<file path="src/rtl/uart_rx.sv">
// UART receiver: 2-flop input synchronizer, mid-bit sampling, LSB-first data,
// registered rx_valid / frame_error pulses and break (held-low) handling.
module uart_rx #(
  parameter int unsigned BAUD_RATE = 115200,
  parameter int unsigned CLK_FREQ  = 50_000_000,
  parameter int unsigned DATA_BITS = 8
) (
  input  logic                 clk,
  input  logic                 rst,
  input  logic                 serial_in,
  output logic [DATA_BITS-1:0] data_out,
  output logic                 rx_valid,
  output logic                 frame_error,
  output logic                 rx_busy
);

  localparam int unsigned DIV_RAW  = CLK_FREQ / BAUD_RATE;
  localparam int unsigned DIV      = (DIV_RAW == 0) ? 1 : DIV_RAW;
  localparam int unsigned HALF_RAW = DIV / 2;
  localparam int unsigned HALF     = (HALF_RAW == 0) ? 1 : HALF_RAW;
  localparam int unsigned CW       = (DIV > 1) ? $clog2(DIV) : 1;
  localparam int unsigned IW       = (DATA_BITS > 1) ? $clog2(DATA_BITS) : 1;

  localparam logic [CW-1:0] DIV_LAST  = CW'(DIV - 1);
  localparam logic [CW-1:0] HALF_LAST = CW'(HALF - 1);
  localparam logic [IW-1:0] IDX_LAST  = IW'(DATA_BITS - 1);

  typedef enum logic [2:0] {
    IDLE,
    START,
    DATA,
    STOP,
    WAIT_IDLE
  } state_t;

  state_t                 state_q, state_d;
  logic                   sync1_q, rx_s_q;
  logic [CW-1:0]          cnt_q, cnt_d;
  logic [IW-1:0]          idx_q, idx_d;
  logic [DATA_BITS-1:0]   shift_q, shift_d;
  logic [DATA_BITS-1:0]   data_q, data_d;
  logic                   valid_q, valid_d;
  logic                   ferr_q, ferr_d;

  always_ff @(posedge clk or posedge rst) begin
    if (rst) begin
      state_q <= IDLE;
      sync1_q <= 1'b1;
      rx_s_q  <= 1'b1;
      cnt_q   <= '0;
      idx_q   <= '0;
      shift_q <= '0;
      data_q  <= '0;
      valid_q <= 1'b0;
      ferr_q  <= 1'b0;
    end else begin
      state_q <= state_d;
      sync1_q <= serial_in;
      rx_s_q  <= sync1_q;
      cnt_q   <= cnt_d;
      idx_q   <= idx_d;
      shift_q <= shift_d;
      data_q  <= data_d;
      valid_q <= valid_d;
      ferr_q  <= ferr_d;
    end
  end

  always_comb begin
    state_d = state_q;
    cnt_d   = cnt_q;
    idx_d   = idx_q;
    shift_d = shift_q;
    data_d  = data_q;
    valid_d = 1'b0;
    ferr_d  = 1'b0;
    case (state_q)
      IDLE: begin
        if (!rx_s_q) begin
          state_d = START;
          cnt_d   = '0;
        end
      end
      START: begin
        // Re-check the line at mid start bit; a short glitch falls back to IDLE.
        if (cnt_q == HALF_LAST) begin
          cnt_d   = '0;
          idx_d   = '0;
          state_d = rx_s_q ? IDLE : DATA;
        end else begin
          cnt_d = cnt_q + CW'(1);
        end
      end
      DATA: begin
        if (cnt_q == DIV_LAST) begin
          cnt_d   = '0;
          shift_d = {rx_s_q, shift_q[DATA_BITS-1:1]};
          idx_d   = idx_q + IW'(1);
          if (idx_q == IDX_LAST) begin
            state_d = STOP;
          end
        end else begin
          cnt_d = cnt_q + CW'(1);
        end
      end
      STOP: begin
        if (cnt_q == DIV_LAST) begin
          cnt_d = '0;
          if (rx_s_q) begin
            data_d  = shift_q;
            valid_d = 1'b1;
            state_d = IDLE;
          end else begin
            ferr_d  = 1'b1;
            state_d = WAIT_IDLE;
          end
        end else begin
          cnt_d = cnt_q + CW'(1);
        end
      end
      WAIT_IDLE: begin
        if (rx_s_q) begin
          state_d = IDLE;
        end
      end
      default: state_d = IDLE;
    endcase
  end

  assign data_out    = data_q;
  assign rx_valid    = valid_q;
  assign frame_error = ferr_q;
  assign rx_busy     = (state_q != IDLE);

endmodule
</file>
<file path="config.mk">
export PLATFORM = sky130hd
export DESIGN_NAME = uart_rx
export DESIGN_NICKNAME = d
export VERILOG_FILES = /design/src/rtl/uart_rx.sv
export SDC_FILE = /design/constraint.sdc
export NUM_CORES = 1
export LEC_CHECK = 0
export CORE_MARGIN = 3
export CORE_UTILIZATION = 51
export DETAILED_ROUTE_END_ITERATION = 7
export GPL_TIMING_DRIVEN = 0
export HOLD_SLACK_MARGIN = 0.06
export PLACE_DENSITY = 0.85
export SYNTH_ARGS = -nofsm -noshare
export SYNTH_HDL_FRONTEND = slang
export SYNTH_SLANG_ARGS = --single-unit
export TNS_END_PERCENT = 10
</file>
<file path="constraint.sdc">
create_clock -name clk -period 1.7 [get_ports clk]
set_input_delay 0.34 -clock clk [delete_from_list [all_inputs] [get_ports clk]]
set_output_delay 0.34 -clock clk [all_outputs]
set_load 0.01 [all_outputs]
</file>
Word-level counts from Yosys, hierarchy flattened. Cells that the tools add are included.

Bitwise gates (word level): 0. Add/sub/neg operators: 2. Shift-type cells: 0. Reductions and logical operators: 10. Eq/ne operators: 13. Multiplexer cells: 22. Magnitude comparators: 0. Divide/modulo/power cells: 0. Multipliers: 0.

Operator list (number): 2-to-1 mux 3 bit (9); 2-to-1 mux 9 bit (3); case mux 9 bit (3 select lines) (1); case mux 3 bit (5 select lines) (1); != test 2 bit, second input constant (6); adder 9 x 1 -> 9 bit, second input constant (1); equality test 9 x 8 -> 1 bit, second input constant (1); equality test 9 bit, second input constant (1); equality test 3 x 2 -> 1 bit, second input constant (2); equality test 3 bit, second input constant (2); 2-to-1 mux 1 bit (6); case mux 3 bit (2 select lines) (1); AND reduction 3 bit (2); AND reduction 6 bit (1); nonzero test 3 bit (2); AND reduction 2 bit (2); adder 3 x 1 -> 3 bit, second input constant (1); equality test 3 x 1 -> 1 bit, second input constant (1); zero test 3 bit (1); 2-to-1 mux 2 bit (1); nonzero test 2 bit (1); OR reduction 2 bit (1).

Output and inout port bits: 11. Input port bits: 3. Latch bits: 0. Bits in writable memories: 0. Bits in read-only memories: 0. Memories: 0. Register bits after elaboration: 35.

Logic depth before layout (Yosys ltp).
Depth after elaboration: 4. Mapped depth: 7. Mapped depth without buffers: 6.

Worst setup path after synthesis. OpenSTA, ideal clock, no wires.

Path type: reg2reg. Start point: register cnt_q[3]. End point: register data_q[0] (netlist: data_out[0]). Buffers on the path: 1. Arrival time: 1.625 ns. Stages on the path, launching flop included: 6. Library setup time: 0.125 ns. Setup slack: -0.050 ns. Required time: 1.575 ns. Cells stage by stage: dfrtp_1 > buf_6 > nor4b_4 > nand2_2 > nor3_4 > mux2_2.

Longest elaborated chain between the ends: 2.

RTL lines: start: declaration (RTL line 38) `logic [CW-1:0] cnt_q, cnt_d;`; start signal: assignment (RTL line 60) `cnt_q <= cnt_d;`; equality test 9 bit (RTL line 107) `if (cnt_q == DIV_LAST) begin`; AND reduction 3 bit (no line); end signal: assignment (RTL line 63) `data_q <= data_d;`; end: declaration (RTL line 41) `logic [DATA_BITS-1:0] data_q, data_d;`.

No other way between the ends. A chain may end at the register's enable or synchronous reset.

Worst setup path after layout.
Start point: register cnt_q[2]. End point: register idx_q[0].

Longest elaborated chain between the ends: 3.

RTL lines: equality test 9 bit or equality test 9 x 8 -> 1 bit (tied branches) (RTL line 95, 86); != test 2 bit (no line); AND reduction 3 bit (no line) *; end signal: assignment (RTL line 61) `idx_q <= idx_d;`; end: declaration (RTL line 39) `logic [IW-1:0] idx_q, idx_d;`.

Mark *: on every way between the ends. The rest lies on a longest branch, timed or not.

==> run summary <==
The run finished, with violations left. The final reports fail on negative setup slack. TritonCTS built the clock tree. Dividing the detail-routed wire length by the instance count gives 21.6 um.

STA puts the critical path data required time at 1.94 ns. The final number of hold-violating endpoints came out at 0. The layout-stage area growth over the synthesis result was 35.1%. The power per standard cell area works out to 665 nW/um^2. Type of the worst setup path: reg -> reg. The leakage power figure was 1.04 nW; the area fraction in compound gates after synthesis was 0.122. Data arrives at the worst endpoint at 2.13 ns. During synthesis, Yosys emitted a total of 0 warnings. The die is 63.4 um tall. Setup TNS: -3.44 ns.

The switching power share of the total works out to 0.210. The worst register-to-register path begins at cnt_q[2]. By area, the combinational part of the netlist is dominated by simple AND/OR/NAND/NOR gates.

For the total of max-cap violations, the log shows 0. The first global-routing pass estimated 7000 um of wire. Measured in cells, the most critical reg-to-reg path has a length of 5. The final worst slack is -0.189 ns, and the switching power of the nets is 316 uW. Cell at the root of the clock tree: sky130_fd_sc_hd__clkbuf_4. In this run the worst path has a maximum fanout of 7. After detailed routing, the number of vias per cell comes to 6.26. The first-pass iteration count of the detailed router was 4.

The relative slew slack is 0.689. Summing all multi-input logic gate instances after layout gives 885 sq um. The share of synthesized area spent on multiplexers was 0.126; the clock-pin slew on the worst setup and hold paths was 0.11 ns. At the pin with the least slew margin, the transition time is 0.463 ns. The number of hold buffers added after CTS came out at 0. Leaving out fill and tap cells, the most frequent cells in the layout are sky130_fd_sc_hd__dfrtp_1 (31), sky130_fd_sc_hd__nand2_1 (19), sky130_fd_sc_hd__mux2_4 (13), sky130_fd_sc_hd__buf_4 (13), sky130_fd_sc_hd__clkdlybuf4s50_1 (12).

The tools report the capturing point of the worst reg2reg path as idx_q[0]. From left edge to right edge, the die measures 63.4 um. The sequential cell area fraction in the yosys report is 0.523, and the largest net degree at the start of global routing is 36.

The run gives 0.231 as the all-layer global routing usage. The adder-cell share of the synthesized area is 0.0372. The via count of the first global-routing pass is 1407. In this run, synthesis produced a sequential element count of 35. In this run the register-to-register setup slack is -0.19 ns. Hold is met by 0.203 ns.

The netlist area before placement was 1680 sq um; the number of buffers on the longest clock path was 2. The XOR/XNOR share of the synthesized area is 0, and the clock skew is 0.00373 ns. For this run, the post-layout net count is 190. The logs give 0.674 mV for the largest voltage drop on the vdd net and 0.424 for the fraction of power consumed by the clock network. The die area is 4020 sq um, and the top achievable clock speed is 529 MHz.

Leading cell type in the layout, fill and taps excluded: sky130_fd_sc_hd__dfrtp_1. Across all layers, the routed design uses 1420 vias. The basic-gate share of the synthesized area counting and, or, nand and nor cells came out at 0.160. After detailed routing, the number of remaining DRC violations is 0. Setup violations remaining at the end of the flow were counted as 31.

The repair_antennas step left the layout with diodes totalling 0. The number of standard-cell rows in the floorplan is 20. The sort of element at the start of the critical path is a register. The run gives 0.35 ns as the clock latency of the later-clocked register in the worst-skew pair. The kind of path behind the tightest hold check is in -> async. The detail route stage leaves a number of antenna-violating nets equal to 0. The power share of the sequential group was 0.558; the per-instance average area after synthesis was 11.5 sq um. The number of antenna violations at the first check in global routing is 0. The logs give 2380 um for the HPWL after detailed placement and 0.882 for the routability congestion estimate from global placement. The synthesized netlist contains 42 unique library cells. The run gives 146 as the synthesized instance count. The minimum period implied by the final worst setup slack was 1.89 ns; the initial cell density of the core was 0.542. The aggregate routed wire length was 4910 um; the worst slack after detailed placement was -0.345 ns. The final number of max-transition violations was 0; the count of clock tree sinks was 35. The total internal power is 1.19 mW.

During placement, the flow inserted port buffers numbering 13. Registers take 881 sq um. Setup repair after global routing could not meet its margin everywhere. Overall power: 1.51 mW.

For the number of levels in the clock H-tree, the log shows 2. Counting the fill cells in the layout gives 202. In this run, the number of DRC markers left after iteration 0 of detailed routing was 176. Synthesis produced a netlist with a net count of 154.

Core region area: 3100 sq um. 14 I/O pins were placed. Fraction of final layout cells with drive strength greater than 1: 0.383. The number of buffers created by CTS came out at 5.

STA classifies the critical path endpoint as a register. The post-route clock period utilization works out to 1.11. For the total congestion overflow after global routing, the log shows 0.

The share of total power in combinational logic was 0.018.
-- final cells by class --
cell class,count,area share
plain buffers,2,0.0110
clock buffers,6,0.0226
clock inverters,2,0.0154
inverters,6,0.00992
multi-input cells,100,0.390
flip-flops and latches,35,0.388
well taps,44,0.0242
repair buffers,32,0.139
-- timing repair --
action                     in CTS  in global routing
setup buffers                  15                  3
gates cloned                    1                  0
gates resized for setup        29                 23
pin swaps                       4                  6
setup endpoints to repair      31                 33
-- stage by stage --
stage	cells	utilization	instance area [sq um]
finish	227	0.732	2270
global route	227	0.732	2270
CTS	226	0.709	2200
detailed placement	203	0.601	1870
global placement	203	0.601	1870
floorplan	146	-	1680
-- cells in the mapped netlist, drive strengths merged --
master,number,area share
dfstp,2,0.031
nand2b,1,0.0037
nor4,2,0.0074
nand3,4,0.012
nor2,3,0.0067
mux2,17,0.11
o21ba,1,0.0060
a2111oi,2,0.010
o211ai,2,0.0089
a21o,1,0.0045
dfrtp,33,0.49
mux2i,2,0.012
ha,5,0.037
o31a,2,0.010
a41oi,1,0.0097
clkbuf,2,0.0045
o2bb2a,1,0.0060
a211oi,1,0.0045
a21oi,6,0.018
buf,3,0.014
or3b,1,0.0052
o22ai,3,0.011
or3,1,0.0037
nor4b,2,0.019
and3,1,0.0037
o21ai,7,0.021
and4,1,0.0052
nor3b,1,0.0045
inv,6,0.013
o221a,1,0.0067
nand2,20,0.046
and2,1,0.0037
or4,2,0.0089
nand4,1,0.0037
o221ai,1,0.0052
nor2b,2,0.0074
nor3,4,0.019
-- worst max-delay path, stage by stage (launching register included) --
cell and delay, ns:
sky130_fd_sc_hd__dfrtp_2 0.47, sky130_fd_sc_hd__nor4b_4 0.41, sky130_fd_sc_hd__buf_4 0.19, sky130_fd_sc_hd__and3_4 0.27
sky130_fd_sc_hd__o21ba_4 0.19, sky130_fd_sc_hd__mux2_4 0.25
-- sequential cells by signal, summed over array words and instances (netlist names) --
register	flops
state_q	3
rx_valid	1
cnt_q	9
frame_error	1
sync1_q	1
idx_q	3
rx_s_q	1
data_out	8
shift_q	8
-- cell families after synthesis --
group	count (synthesis)
AND/OR/NAND/NOR	47
flip-flops	35
AO/OA/AOI/OAI	29
buffers and inverters	11
adder cells (fa/ha/maj)	5
multiplexers	19
-- layer usage --
metal | wire length [um] | share of wire | vias to the layer above | global-route usage
met5 | 0 | 0 | - | 0
met4 | 221 | 0.045 | 0 | 0.0701
met3 | 380 | 0.077 | 27 | 0.0588
met2 | 2630 | 0.54 | 93 | 0.422
met1 | 1680 | 0.34 | 691 | 0.261
li1 | - | - | 609 | -
-- worst max-delay path by stage --
| stage | end | cells after the start | from | slack [ns] |
|---|---|---|---|---|
| 2_1_floorplan | idx_q[0] | 6 | cnt_q[0] | -0.04 |
| 3_3_place_gp | data_out[5] | 4 | rx_s_q | -0.22 |
| 3_5_place_dp | data_out[6] | 4 | rx_s_q | -0.35 |
| 4_1_cts | idx_q[0] | 7 | cnt_q[3] | -0.12 |
| 5_1_grt | cnt_q[6] | 6 | cnt_q[0] | -0.24 |
| 6_report | idx_q[0] | 5 | cnt_q[2] | -0.19 |
-- power by group through the flow --
stage	sequential [mW]	clock [mW]	combinational, mW
6_report	0.842	0.640	0.0274
4_1_cts	0.841	0.635	0.0224
5_1_grt	0.842	0.676	0.0306
3_3_place_gp	0.853	0	0.0252
3_5_place_dp	0.853	0	0.0267
2_1_floorplan	0.853	0	0.0162
Power figures use the tool's default switching activity.
